$ cat config.mk
export PLATFORM = sky130hd
export DESIGN_NAME = r4_issue_ctrl
export DESIGN_NICKNAME = d
export VERILOG_FILES = /design/src/rtl/r4_issue_ctrl.sv
export SDC_FILE = /design/constraint.sdc
export NUM_CORES = 1
export LEC_CHECK = 0
export BUFFER_PORTS_ARGS = -buffer_cell sky130_fd_sc_hd__buf_2
export CORE_MARGIN = 4
export CORE_UTILIZATION = 57
export CTS_CLUSTER_SIZE = 16
export DETAILED_ROUTE_END_ITERATION = 12
export PLACE_DENSITY = 0.8
export SLEW_MARGIN = 20
export SYNTH_ARGS = -nofsm -noshare
export SYNTH_HDL_FRONTEND = slang
export SYNTH_SLANG_ARGS = --single-unit
export TNS_END_PERCENT = 5
$ cat constraint.sdc
create_clock -name clk -period 3.3 [get_ports clk]
set_input_delay 0.99 -clock clk [delete_from_list [all_inputs] [get_ports clk]]
set_output_delay 0.99 -clock clk [all_outputs]
set_load 0.01 [all_outputs]
$ cat src/rtl/r4_issue_ctrl.sv
// Issue/occupancy controller for the fused multiply-add (R4) pipeline.
// Tracks a shadow copy of every R4 stage to drive stall, clear and RAW-hazard decisions.
module r4_issue_ctrl #(
  parameter  int ADDR_WIDTH = 5,
  parameter  int DEPTH      = 6,
  localparam int OCC_W      = $clog2(DEPTH + 1)
) (
  input  logic                  clk,
  input  logic                  rst,
  input  logic                  issue_valid_i,
  output logic                  issue_ready_o,
  input  logic [ADDR_WIDTH-1:0] issue_rd_i,
  input  logic                  issue_rw_i,
  input  logic                  issue_fprw_i,
  input  logic [ADDR_WIDTH-1:0] rs1_i,
  input  logic [ADDR_WIDTH-1:0] rs2_i,
  input  logic [ADDR_WIDTH-1:0] rs3_i,
  input  logic                  wb_ready_i,
  input  logic                  flush_i,
  input  logic [DEPTH-1:0]      kill_i,
  output logic                  en_o,
  output logic [DEPTH-1:0]      clear_o,
  output logic                  p_signal_o,
  output logic                  wb_valid_o,
  output logic [ADDR_WIDTH-1:0] wb_rd_o,
  output logic                  wb_rw_o,
  output logic                  wb_fprw_o,
  output logic                  hazard_o,
  output logic [OCC_W-1:0]      occupancy_o
);

  typedef struct packed {
    logic                  v;
    logic [ADDR_WIDTH-1:0] rd;
    logic                  rw;
    logic                  fprw;
  } stage_t;

  stage_t [DEPTH-1:0] stage_q, stage_d;

  // The whole pipe freezes while the oldest result waits for the writeback port.
  assign en_o          = ~(stage_q[DEPTH-1].v & ~wb_ready_i);
  assign clear_o       = kill_i | {DEPTH{flush_i}};
  assign issue_ready_o = en_o & ~hazard_o & ~flush_i;
  assign p_signal_o    = issue_valid_i & issue_ready_o;

  assign wb_valid_o = stage_q[DEPTH-1].v & ~clear_o[DEPTH-1];
  assign wb_rd_o    = stage_q[DEPTH-1].rd;
  assign wb_rw_o    = stage_q[DEPTH-1].rw;
  assign wb_fprw_o  = stage_q[DEPTH-1].fprw;

  // Conservative: the retiring stage also counts, so a dependent op waits one extra cycle.
  always_comb begin
    // NOTE: every combinational output gets a default first so no path infers a latch.
    hazard_o = 1'b0;
    for (int k = 0; k < DEPTH; k++) begin
      if (stage_q[k].v && stage_q[k].fprw &&
          (stage_q[k].rd == rs1_i || stage_q[k].rd == rs2_i || stage_q[k].rd == rs3_i))
        hazard_o = 1'b1;
    end
  end

  always_comb begin
    occupancy_o = '0;
    for (int k = 0; k < DEPTH; k++)
      occupancy_o = occupancy_o + OCC_W'(stage_q[k].v);
  end

  always_comb begin
    stage_d = stage_q;
    if (en_o) begin
      stage_d[0] = '{v: p_signal_o, rd: issue_rd_i, rw: issue_rw_i, fprw: issue_fprw_i};
      for (int k = 1; k < DEPTH; k++)
        stage_d[k] = stage_q[k-1];
    end
    // Clear wins over both the shift and the hold.
    for (int k = 0; k < DEPTH; k++)
      if (clear_o[k]) stage_d[k].v = 1'b0;
  end

  // NOTE: the shadow stages are reset in full because their valids gate writeback and hazards.
  always_ff @(posedge clk or negedge rst) begin
    if (!rst) begin
      stage_q <= '0;
    end else begin
      // NOTE: sequential state uses non-blocking assignment so all stages update together.
      stage_q <= stage_d;
    end
  end

endmodule

==> impl_metrics.py, run 1 <==
metrics = {
    "logic_synthesis": {
        "postSynthAreaPerCell_um2": 8.208,
        "ys_warn_count": 0,
        "count_of_flip_flops_with_a_built_in_enable_after_synthesis": 0,
        "synth_seq_area_share": 0.3596,
        "yosys_most_used_dff": "dfrtp_1",
        "synth_register_bits": 48,
        "synth_cell_type_count": 28,
        "synthCells": 407,
        "synth_area_mm2": 0.003341,
        "fraction_of_registers_with_async_set_or_reset_after_synthesis": 1.000,
        "number_of_nets_in_the_synthesized_netlist": 444,
    },
    "pwr": {
        "combPwrFrac": 0.174,
        "static_leak_nw": 1.681,
        "intPower_uw": 954.5,
        "clock_power_share": 0.319,
        "swShare": 0.2666,
        "vdd_drop_max_v": 0.0002180,
        "net-switching-power_uw": 346.9,
        "seq_pwr_share": 0.507,
        "power_per_cell_area_mw_per_mm2": 355.4,
    },
    "sta": {
        "fmax_mhz": 278.6,
        "tightestPinTransition_ns": 0.5933,
        "clock-skew-final_ns": 0.004318,
        "hold_violations": 0,
        "setup_ws_ns": -0.2900,
        "setup_viol": 5,
        "totalNegativeSetupSlack_ns": -0.9612,
        "post-route-min-period_ns": 3.590,
        "rsz_0062_raised_after_global_routing": "true",
        "period_share": 1.088,
        "max-slew-margin-rel": 0.6045,
        "report.final.slew_viol_count": 0,
    },
    "clock_tree": {
        "cts-htree-levels": 2,
        "clk_path_buf_depth": 2,
        "cts_num_sinks": 48,
        "worst_skew_pair.late_latency_ns": 0.30,
        "cts_root_buf": "clkbuf_8",
        "cts.clk_slew.worst_paths_ns": 0.09,
        "cts_made_buffers": 5,
        "tritoncts": "yes",
        "cts-hold-fix-buffers": 0,
    },
    "worst_setup_path": {
        "worst_ep_arrival_time_ns": 2.60,
        "worst_setup_path_start_kind": "flop",
        "required_ns": 2.31,
        "critical_path.endpoint_type": "output pin",
        "timing.setup.critical_path_class": "flop to output pin",
        "cp_max_fo": 2,
    },
    "placement": {
        "placedInstanceArea_mm2": 0.003502,
        "place.port_buffers": 53,
        "globalplace.congestion": 0.9350,
        "detailedPlacementHpwl_um": 5611,
        "dp_worst_setup_slack_ns": -0.1866,
    },
    "routing": {
        "routed_via_density": 5.247,
        "detail_route.wl_per_cell_um": 14.48,
        "detail-route-antenna-nets": 0,
        "finalWirelength_um": 7329,
        "drc": 0,
        "drtIter0Drc": 145,
        "drt_pre_antenna_iters": 4,
        "vias": 2655,
    },
    "global_routing": {
        "antenna_found_initial": 0,
        "grt.overflow.total": 0,
        "wire_length_of_the_first_global_routing_pass_um": 12210,
        "grt_start_max_net_pins": 49,
        "grt_usage": 0.2090,
        "first_global_vias": 2556,
    },
    "cells_and_area": {
        "area_growth_pct": 9.625,
        "layout-drive-gt1-share": 0.2189,
        "finish.instance_area_mm2": 0.003662,
        "fill_cell_count": 483,
        "final_nets": 470,
        "insertedDiodeCount": 0,
    },
    "hold_path": {
        "worstHoldPathType": "flop to flop",
    },
    "floorplanning": {
        "die_h_um": 84.56,
        "fp.coreArea_mm2": 0.005608,
        "rows": 27,
        "initial_core_util": 0.5957,
        "top_level_i_o_count": 54,
        "die-area_mm2": 0.007150,
        "die_w_um": 84.56,
    },
    "run": {
        "timing.max_cap.violations": 0,
    },
    "status": {
        "failed_checks": "negative setup slack",
        "status": "finished, violations left",
    },
}
-- kinds of logic after synthesis --
group / after synthesis / synth area share
simple gates: 194 / 0.2596
xor+xnor: 90 / 0.2360
buf+inv: 62 / 0.1086
flops: 48 / 0.3595
compound gates: 9 / 0.01461
fa+ha+maj: 4 / 0.02172
-- power groups by stage --
stage | clock network, mW | registers, mW | logic, mW
after floorplan | 0 | 0.639 | 0.200
after global placement | 0 | 0.670 | 0.216
after detailed placement | 0 | 0.671 | 0.222
after CTS | 0.427 | 0.660 | 0.224
after global routing | 0.450 | 0.664 | 0.252
final | 0.415 | 0.660 | 0.226
-- stage by stage --
| stage | total power [mW] | hold WS (ns) | util | cells |
|---|---|---|---|---|
| floorplan | 0.8389 | 0.4386 | - | 407 |
| global placement | 0.8865 | 0.4463 | 0.6245 | 495 |
| detailed placement | 0.8933 | 0.4546 | 0.6245 | 495 |
| CTS | 1.311 | 0.4739 | 0.6484 | 505 |
| global route | 1.365 | 0.4984 | 0.6531 | 506 |
| finish | 1.301 | 0.4656 | 0.6531 | 506 |
-- timing repair --
item,4_1_cts,5_1_grt
gates resized for setup,2,3
endpoints found under the setup margin,5,6
buffers inserted,2,1
pin swaps,1,1
-- metal layers --
layer | vias up | GRT usage | share of wire
li1 | 1293 | - | -
met1 | 1265 | 0.2901 | 0.44
met2 | 86 | 0.3395 | 0.48
met3 | 11 | 0.02944 | 0.065
met4 | 0 | 0.06475 | 0.015
met5 | - | 0 | 0
-- state kept, by name, summed over array words and instances (netlist names) --
signal	flops
stage_q	41
wb_rw_o	1
wb_rd_o	5
wb_fprw_o	1
-- cell usage after synthesis, types with 4 or more instances --
library cell,count,area share
nor3_1,18,0.027
xor2_1,25,0.066
or2_2,5,0.0094
nor2_1,4,0.0045
buf_4,17,0.038
clkbuf_1,8,0.0090
a21oi_1,6,0.0090
nand4_1,14,0.026
buf_6,5,0.017
clkbuf_2,16,0.024
nand3_1,5,0.0075
inv_1,7,0.0079
nand2_1,140,0.16
dfrtp_1,48,0.36
xnor2_1,65,0.17
buf_2,7,0.010
-- worst paths after layout --
path / from / to / slack [ns] / cells past startpoint
max: stage_q[31] / occupancy_o[1] / -0.29 / 7
max in group asynchronous: rst / stage_q[30] / 2.21 / 1
max reg2reg: stage_q[31] / stage_q[7] / 1.29 / 8
min reg2reg: wb_rw_o / wb_rw_o / 0.47 / 2
min: wb_rw_o / wb_rw_o / 0.47 / 2
min in group asynchronous: rst / stage_q[47] / 0.70 / 1
-- critical path: stages, from the launching register on --
cell     delay [ns]
dfrtp_1        0.41
fa_1           0.55
inv_1          0.05
fa_1           0.48
inv_1          0.04
ha_2           0.16
fa_1           0.48
buf_2          0.13
-- final cells by class --
cell class	instances	area, µm²	share of cell area
clock buffers	6	72.57	0.01982
multi-input cells	297	1805	0.4930
well taps	72	90.09	0.02460
clock inverters	2	35.03	0.009566
flip-flops and latches	48	1201	0.3280
inverters	7	26.28	0.007175
repair buffers	74	431.7	0.1179
-- cell usage in the layout, fill, tap and decap left out, types with 5 or more instances in the layout --
cell,Yosys,layout
nand4_1,14,14
clkbuf_8,0,5
inv_1,7,7
a21oi_1,6,6
nor3_1,18,16
buf_4,17,22
buf_2,7,51
nand3_1,5,5
or2_2,5,5
xor2_1,25,25
xnor2_1,65,65
dfrtp_1,48,48
nand2_1,140,140
Note: power is estimated with default switching activity, not from simulation.
==> run 2: changes to the inputs <==
BUFFER_PORTS_ARGS = not set   (was -buffer_cell sky130_fd_sc_hd__buf_2)
CORE_UTILIZATION = 58   (was 57)
DONT_BUFFER_PORTS = 1   (was not set)
PLACE_DENSITY = 0.76   (was 0.8)
clock period = 3.12 ns   (was 3.3 ns; I/O delays follow)
==> run 2 against run 1 <==
  * The flow still finishes with violations (negative setup slack)
  * Clock skew is 0.00085 ns higher
  * Highest routed layer unchanged
  * Clock power is 7.0% higher
  * Register-to-register slack better by 0.03 ns
  * Largest power group unchanged
  * Critical endpoint unchanged
==> impl_metrics.py, run 2 (synthesis results as in run 1) <==
metrics = {
    "global_routing": {
        "first_global_vias": 2363,
        "antenna_found_initial": 0,
        "wire_length_of_the_first_global_routing_pass_um": 11600,
        "grt_start_max_net_pins": 49,
        "grt.overflow.total": 0,
        "grt_usage": 0.2027,
    },
    "clock_tree": {
        "cts_made_buffers": 5,
        "cts_num_sinks": 48,
        "cts_post_setup_buffers_inserted": 0,
        "cts-htree-levels": 2,
        "cts_root_buf": "clkbuf_8",
        "cts.clk_slew.worst_paths_ns": 0.08,
        "cts-hold-fix-buffers": 0,
        "clk_path_buf_depth": 2,
        "worst_skew_pair.late_latency_ns": 0.31,
        "tritoncts": "yes",
        "cts_repair_resize_count": 1,
    },
    "worst_setup_path": {
        "worst_ep_arrival_time_ns": 2.52,
        "timing.reg2reg.setup_slack_ns": 1.32,
        "worstSetupStartpoint": "stage_q[7]",
        "timing.setup.critical_path_class": "flop to output pin",
        "setup.worst_path.end": "occupancy_o[1]",
        "ff2ff_path_depth": 6,
        "worst_setup_path_start_kind": "flop",
        "required_ns": 2.18,
        "rr_startpoint": "stage_q[47]",
        "critical_path.endpoint_type": "output pin",
        "cp_max_fo": 2,
        "end_of_the_worst_register_to_register_path": "stage_q[7]",
    },
    "sta": {
        "clock-skew-final_ns": 0.005168,
        "max-slew-margin-rel": 0.6857,
        "post-route-min-period_ns": 3.461,
        "setup_ws_ns": -0.3410,
        "period_share": 1.109,
        "report.final.slew_viol_count": 0,
        "fmax_mhz": 288.9,
        "tightestPinTransition_ns": 0.4715,
        "rsz_0062_raised_after_global_routing": "true",
        "hold_violations": 0,
        "setup_viol": 2,
    },
    "status": {
        "status": "finished, violations left",
        "failed_checks": "negative setup slack",
    },
    "cells_and_area": {
        "registers.top_by_ff_count": "stage_q",
        "finish.instance_area_mm2": 0.003249,
        "final_nets": 401,
        "largest_reg_flops": 41,
        "layout-drive-gt1-share": 0.06575,
        "layout_common_cells": "nand2_1, xnor2_1, dfrtp_1",
        "fill_cell_count": 527,
        "most_common_cell_after_layout_fill_and_taps_aside": "nand2_1",
        "area_taken_by_flip_flops_and_latches_mm2": 0.001201,
        "area_occupied_by_multi_input_gates_mm2": 0.001787,
        "insertedDiodeCount": 0,
        "area_growth_pct": -2.734,
        "final_core_util": 0.5865,
    },
    "floorplanning": {
        "top_level_i_o_count": 54,
        "die_h_um": 83.90,
        "rows": 27,
        "fp.coreArea_mm2": 0.005540,
        "initial_core_util": 0.6030,
        "die-area_mm2": 0.007038,
        "die_w_um": 83.90,
    },
    "pwr": {
        "clock_power_share": 0.343,
        "power_per_cell_area_mw_per_mm2": 399.0,
        "swShare": 0.2443,
        "intPower_uw": 979.7,
        "combPwrFrac": 0.119,
        "static_leak_nw": 1.384,
        "net-switching-power_uw": 316.8,
        "seq_pwr_share": 0.538,
        "vdd_drop_max_v": 0.0002498,
    },
    "placement": {
        "detailedPlacementHpwl_um": 5050,
        "globalplace.congestion": 0.9133,
        "placedInstanceArea_mm2": 0.003139,
        "place.port_buffers": 0,
    },
    "routing": {
        "drt_pre_antenna_iters": 4,
        "finalWirelength_um": 6679,
        "detail_route.wl_per_cell_um": 15.28,
        "detail-route-antenna-nets": 0,
        "vias": 2348,
        "routed_via_density": 5.373,
        "drtIter0Drc": 99,
        "drc": 0,
    },
    "run": {
        "timing.max_cap.violations": 0,
    },
    "hold_path": {
        "worstHoldPathType": "input pin to async pin",
    },
}
## run 2: cell types whose count changed in the layout (fill, tap and decap cells not counted), sizes merged
cell	change
buf	-69
## run 2: per-stage QoR
| stage | hold slack [ns] | TNS [ns] | power [mW] | instances | worst slack (ns) |
|---|---|---|---|---|---|
| 3_5_place_dp | 0.4561 | -0.05012 | 0.8657 | 429 | -0.02850 |
| 6_report | 0.3134 | -0.5563 | 1.296 | 437 | -0.3410 |
| 2_1_floorplan | 0.4386 | 0 | 0.8873 | 407 | 0.01278 |
| 5_1_grt | 0.2920 | -0.8958 | 1.363 | 437 | -0.4008 |
| 3_3_place_gp | 0.4504 | -0.006664 | 0.8588 | 429 | -0.006664 |
| 4_1_cts | 0.3080 | -0.6031 | 1.306 | 437 | -0.3555 |
## run 2: routing by layer
| metal | track usage | up-vias | wire [µm] |
|---|---|---|---|
| met1 | 0.2716 | 1118 | 2904 |
| met4 | 0.06725 | 0 | 110 |
| li1 | - | 1155 | - |
| met5 | 0 | - | 0 |
| met3 | 0.04936 | 11 | 388 |
| met2 | 0.3218 | 64 | 3275 |
## run 2: cell type report
cell class / count / share of cell area
Multi-Input combinational cell: 297 / 0.5499
Sequential cell: 48 / 0.3697
Tap cell: 72 / 0.02772
Clock buffer: 6 / 0.02233
Timing Repair Buffer: 5 / 0.01155
Clock inverter: 2 / 0.01078
Inverter: 7 / 0.008086
## run 2: power by group through the flow
stage	combinational, mW	clock (mW)	sequential (mW)
3_5_place_dp	0.155	0	0.710
4_1_cts	0.156	0.452	0.698
5_1_grt	0.174	0.485	0.703
3_3_place_gp	0.151	0	0.708
2_1_floorplan	0.211	0	0.676
6_report	0.155	0.444	0.697
## run 2: critical path: stages (launching register included)
cell and delay, ns:
dfrtp_1 0.41, fa_1 0.54, inv_1 0.05, fa_1 0.48, inv_1 0.05, ha_2 0.16
fa_1 0.54
## run 2: worst min-delay path by stage
stage,endpoint,slack (ns),cells after the start,start
floorplan,stage_q[17],0.44,2,stage_q[17]
global placement,stage_q[9],0.45,2,stage_q[9]
detailed placement,stage_q[9],0.46,2,stage_q[9]
CTS,stage_q[9],0.31,0,rst
global route,stage_q[9],0.29,0,rst
finish,stage_q[9],0.31,0,rst
==> run 3: changes to the inputs <==
BUFFER_PORTS_ARGS = -buffer_cell sky130_fd_sc_hd__buf_2   (was not set)
CORE_UTILIZATION = 60   (was 58)
DONT_BUFFER_PORTS = not set   (was 1)
PLACE_DENSITY = 0.84   (was 0.76)
clock period = 4.4 ns   (was 3.12 ns; I/O delays follow)
==> run 3 against run 2 <==
  * The run now ends clean
  * Clock power decreased by 39%
  * Sequential power fell by 29%
  * Final area increased by 7.0%
  * Sequential cell count unchanged
  * Power decreased by 29%
  * First-iteration DRC count up 65%
  * Sequential share of layout area fell by 2.4 points
  * Non-clock buffer count rose by 50
  * Worst setup slack gained 0.57 ns
  * Cell count is 11% higher
  * Critical path type is now input pin to output pin
  * Largest power group unchanged
==> impl_metrics.py, run 3 (synthesis results as in run 1) <==
metrics = {
    "floorplanning": {
        "die_h_um": 82.62,
        "rows": 26,
        "top_level_i_o_count": 54,
        "die-area_mm2": 0.006825,
        "initial_core_util": 0.6378,
        "die_w_um": 82.62,
        "fp.coreArea_mm2": 0.005238,
    },
    "global_routing": {
        "wire_length_of_the_first_global_routing_pass_um": 11380,
        "grt_start_max_net_pins": 49,
        "grt.overflow.total": 0,
        "grt_usage": 0.2206,
        "first_global_vias": 2410,
        "antenna_found_initial": 0,
    },
    "routing": {
        "vias": 2512,
        "detail_route.wl_per_cell_um": 14.51,
        "routed_via_density": 5.179,
        "drc": 0,
        "met2_wirelength_um": 3375,
        "drt_pre_antenna_iters": 5,
        "detail-route-antenna-nets": 0,
        "met3WireLength_um": 390,
        "m1_wire_length_um": 3222,
        "top_signal_layer_used": "met4",
        "finalWirelength_um": 7035,
        "drtIter0Drc": 163,
    },
    "clock_tree": {
        "cts_made_buffers": 5,
        "cts-hold-fix-buffers": 0,
        "cts.clk_slew.worst_paths_ns": 0.08,
        "cts-htree-levels": 2,
        "cts_num_sinks": 48,
        "clk_path_buf_depth": 2,
        "cts_repair_resize_count": 0,
        "cts_post_setup_buffers_inserted": 0,
        "tritoncts": "yes",
        "worst_skew_pair.late_latency_ns": 0.30,
        "cts_root_buf": "clkbuf_8",
    },
    "cells_and_area": {
        "area_taken_by_flip_flops_and_latches_mm2": 0.001201,
        "most_common_cell_after_layout_fill_and_taps_aside": "nand2_1",
        "final_nets": 451,
        "registers.top_by_ff_count": "stage_q",
        "layout_common_cells": "nand2_1, xnor2_1, buf_2",
        "finish.instance_area_mm2": 0.003476,
        "area_occupied_by_multi_input_gates_mm2": 0.001784,
        "area_growth_pct": 4.045,
        "largest_reg_flops": 41,
        "layout-drive-gt1-share": 0.1759,
        "insertedDiodeCount": 0,
        "fill_cell_count": 460,
        "finalNonFillerCells": 485,
    },
    "worst_setup_path": {
        "worst_ep_arrival_time_ns": 2.86,
        "timing.setup.critical_path_class": "input pin to output pin",
        "critical_path.endpoint_type": "output pin",
        "cp_max_fo": 6,
        "worst_setup_path_start_kind": "input pin",
        "required_ns": 3.08,
    },
    "sta": {
        "fmax_mhz": 239.5,
        "period_share": 0.9489,
        "rsz_0062_raised_after_global_routing": "false",
        "tightestPinTransition_ns": 0.5919,
        "hold_violations": 0,
        "post-route-min-period_ns": 4.175,
        "clock-skew-final_ns": 0.006442,
        "finalHoldWorstSlack_ns": 0.4708,
        "max-slew-margin-rel": 0.6054,
        "totalNegativeSetupSlack_ns": 0,
        "report.final.slew_viol_count": 0,
        "setup_viol": 0,
    },
    "placement": {
        "placedInstanceArea_mm2": 0.003379,
        "place.detailed.instances": 477,
        "globalplace.congestion": 0.9802,
        "detailedPlacementHpwl_um": 5278,
        "place.port_buffers": 53,
    },
    "status": {
        "status": "finished, final reports clean",
    },
    "hold_path": {
        "worstHoldPathType": "flop to flop",
    },
    "pwr": {
        "vdd_drop_max_v": 0.0002085,
        "power_per_cell_area_mw_per_mm2": 265.9,
        "power_uw": 924.4,
        "static_leak_nw": 1.571,
    },
    "run": {
        "timing.max_cap.violations": 0,
    },
}
[run 3: cell types whose count changed in the layout (fill, tap and decap cells not counted), sizes merged]
cell      change
buf          +50
clkinv        -1
clkinvlp      +1
clkbuf        +1
bufinv        -1
[run 3: metal layers]
metal | vias to the layer above | track usage
met5 | - | 0
met4 | 0 | 0.04248
met3 | 4 | 0.03362
met2 | 67 | 0.3774
met1 | 1185 | 0.2986
li1 | 1256 | -
[run 3: path summary, 6_finish.rpt]
kind | from | endpoint | slack [ns] | cells past startpoint
max in group asynchronous | rst | stage_q[29] | 2.98 | 1
worst max-delay path | rs3_i[3] | p_signal_o | 0.22 | 8
worst min-delay path | stage_q[9] | stage_q[9] | 0.47 | 2
min in group asynchronous | rst | stage_q[7] | 1.03 | 1
worst max register to register | wb_rd_o[3] | stage_q[7] | 2.68 | 6
worst min register to register | stage_q[9] | stage_q[9] | 0.47 | 2
[run 3: cell type report]
class	instances	share of cell area
tap	70	0.02520
inverter	7	0.007559
multi-input combinational	297	0.5133
clock buffer	7	0.02484
timing repair buffer	55	0.08135
clock inverter	1	0.002160
sequential	48	0.3456
[run 3: stage by stage]
stage,setup slack (ns),utilization
floorplan,0.5353,-
global placement,0.2904,0.6452
detailed placement,0.2402,0.6452
CTS,0.2340,0.6632
global route,0.1357,0.6636
finish,0.2248,0.6636
[run 3: power by group]
group	leakage [nW]	switching (mW)	internal [mW]
Clock	0.0445	0.143	0.128
Sequential	0.573	0.0337	0.461
Combinational	0.954	0.0809	0.0776
[run 3: worst max-delay path, stage by stage]
cell      delay (ns)
buf_2           0.16
xnor2_1         0.16
nand4_1         0.12
nor3_1          0.09
nor4_2          0.29
nand4b_2        0.23
nor4_2          0.31
buf_2           0.17
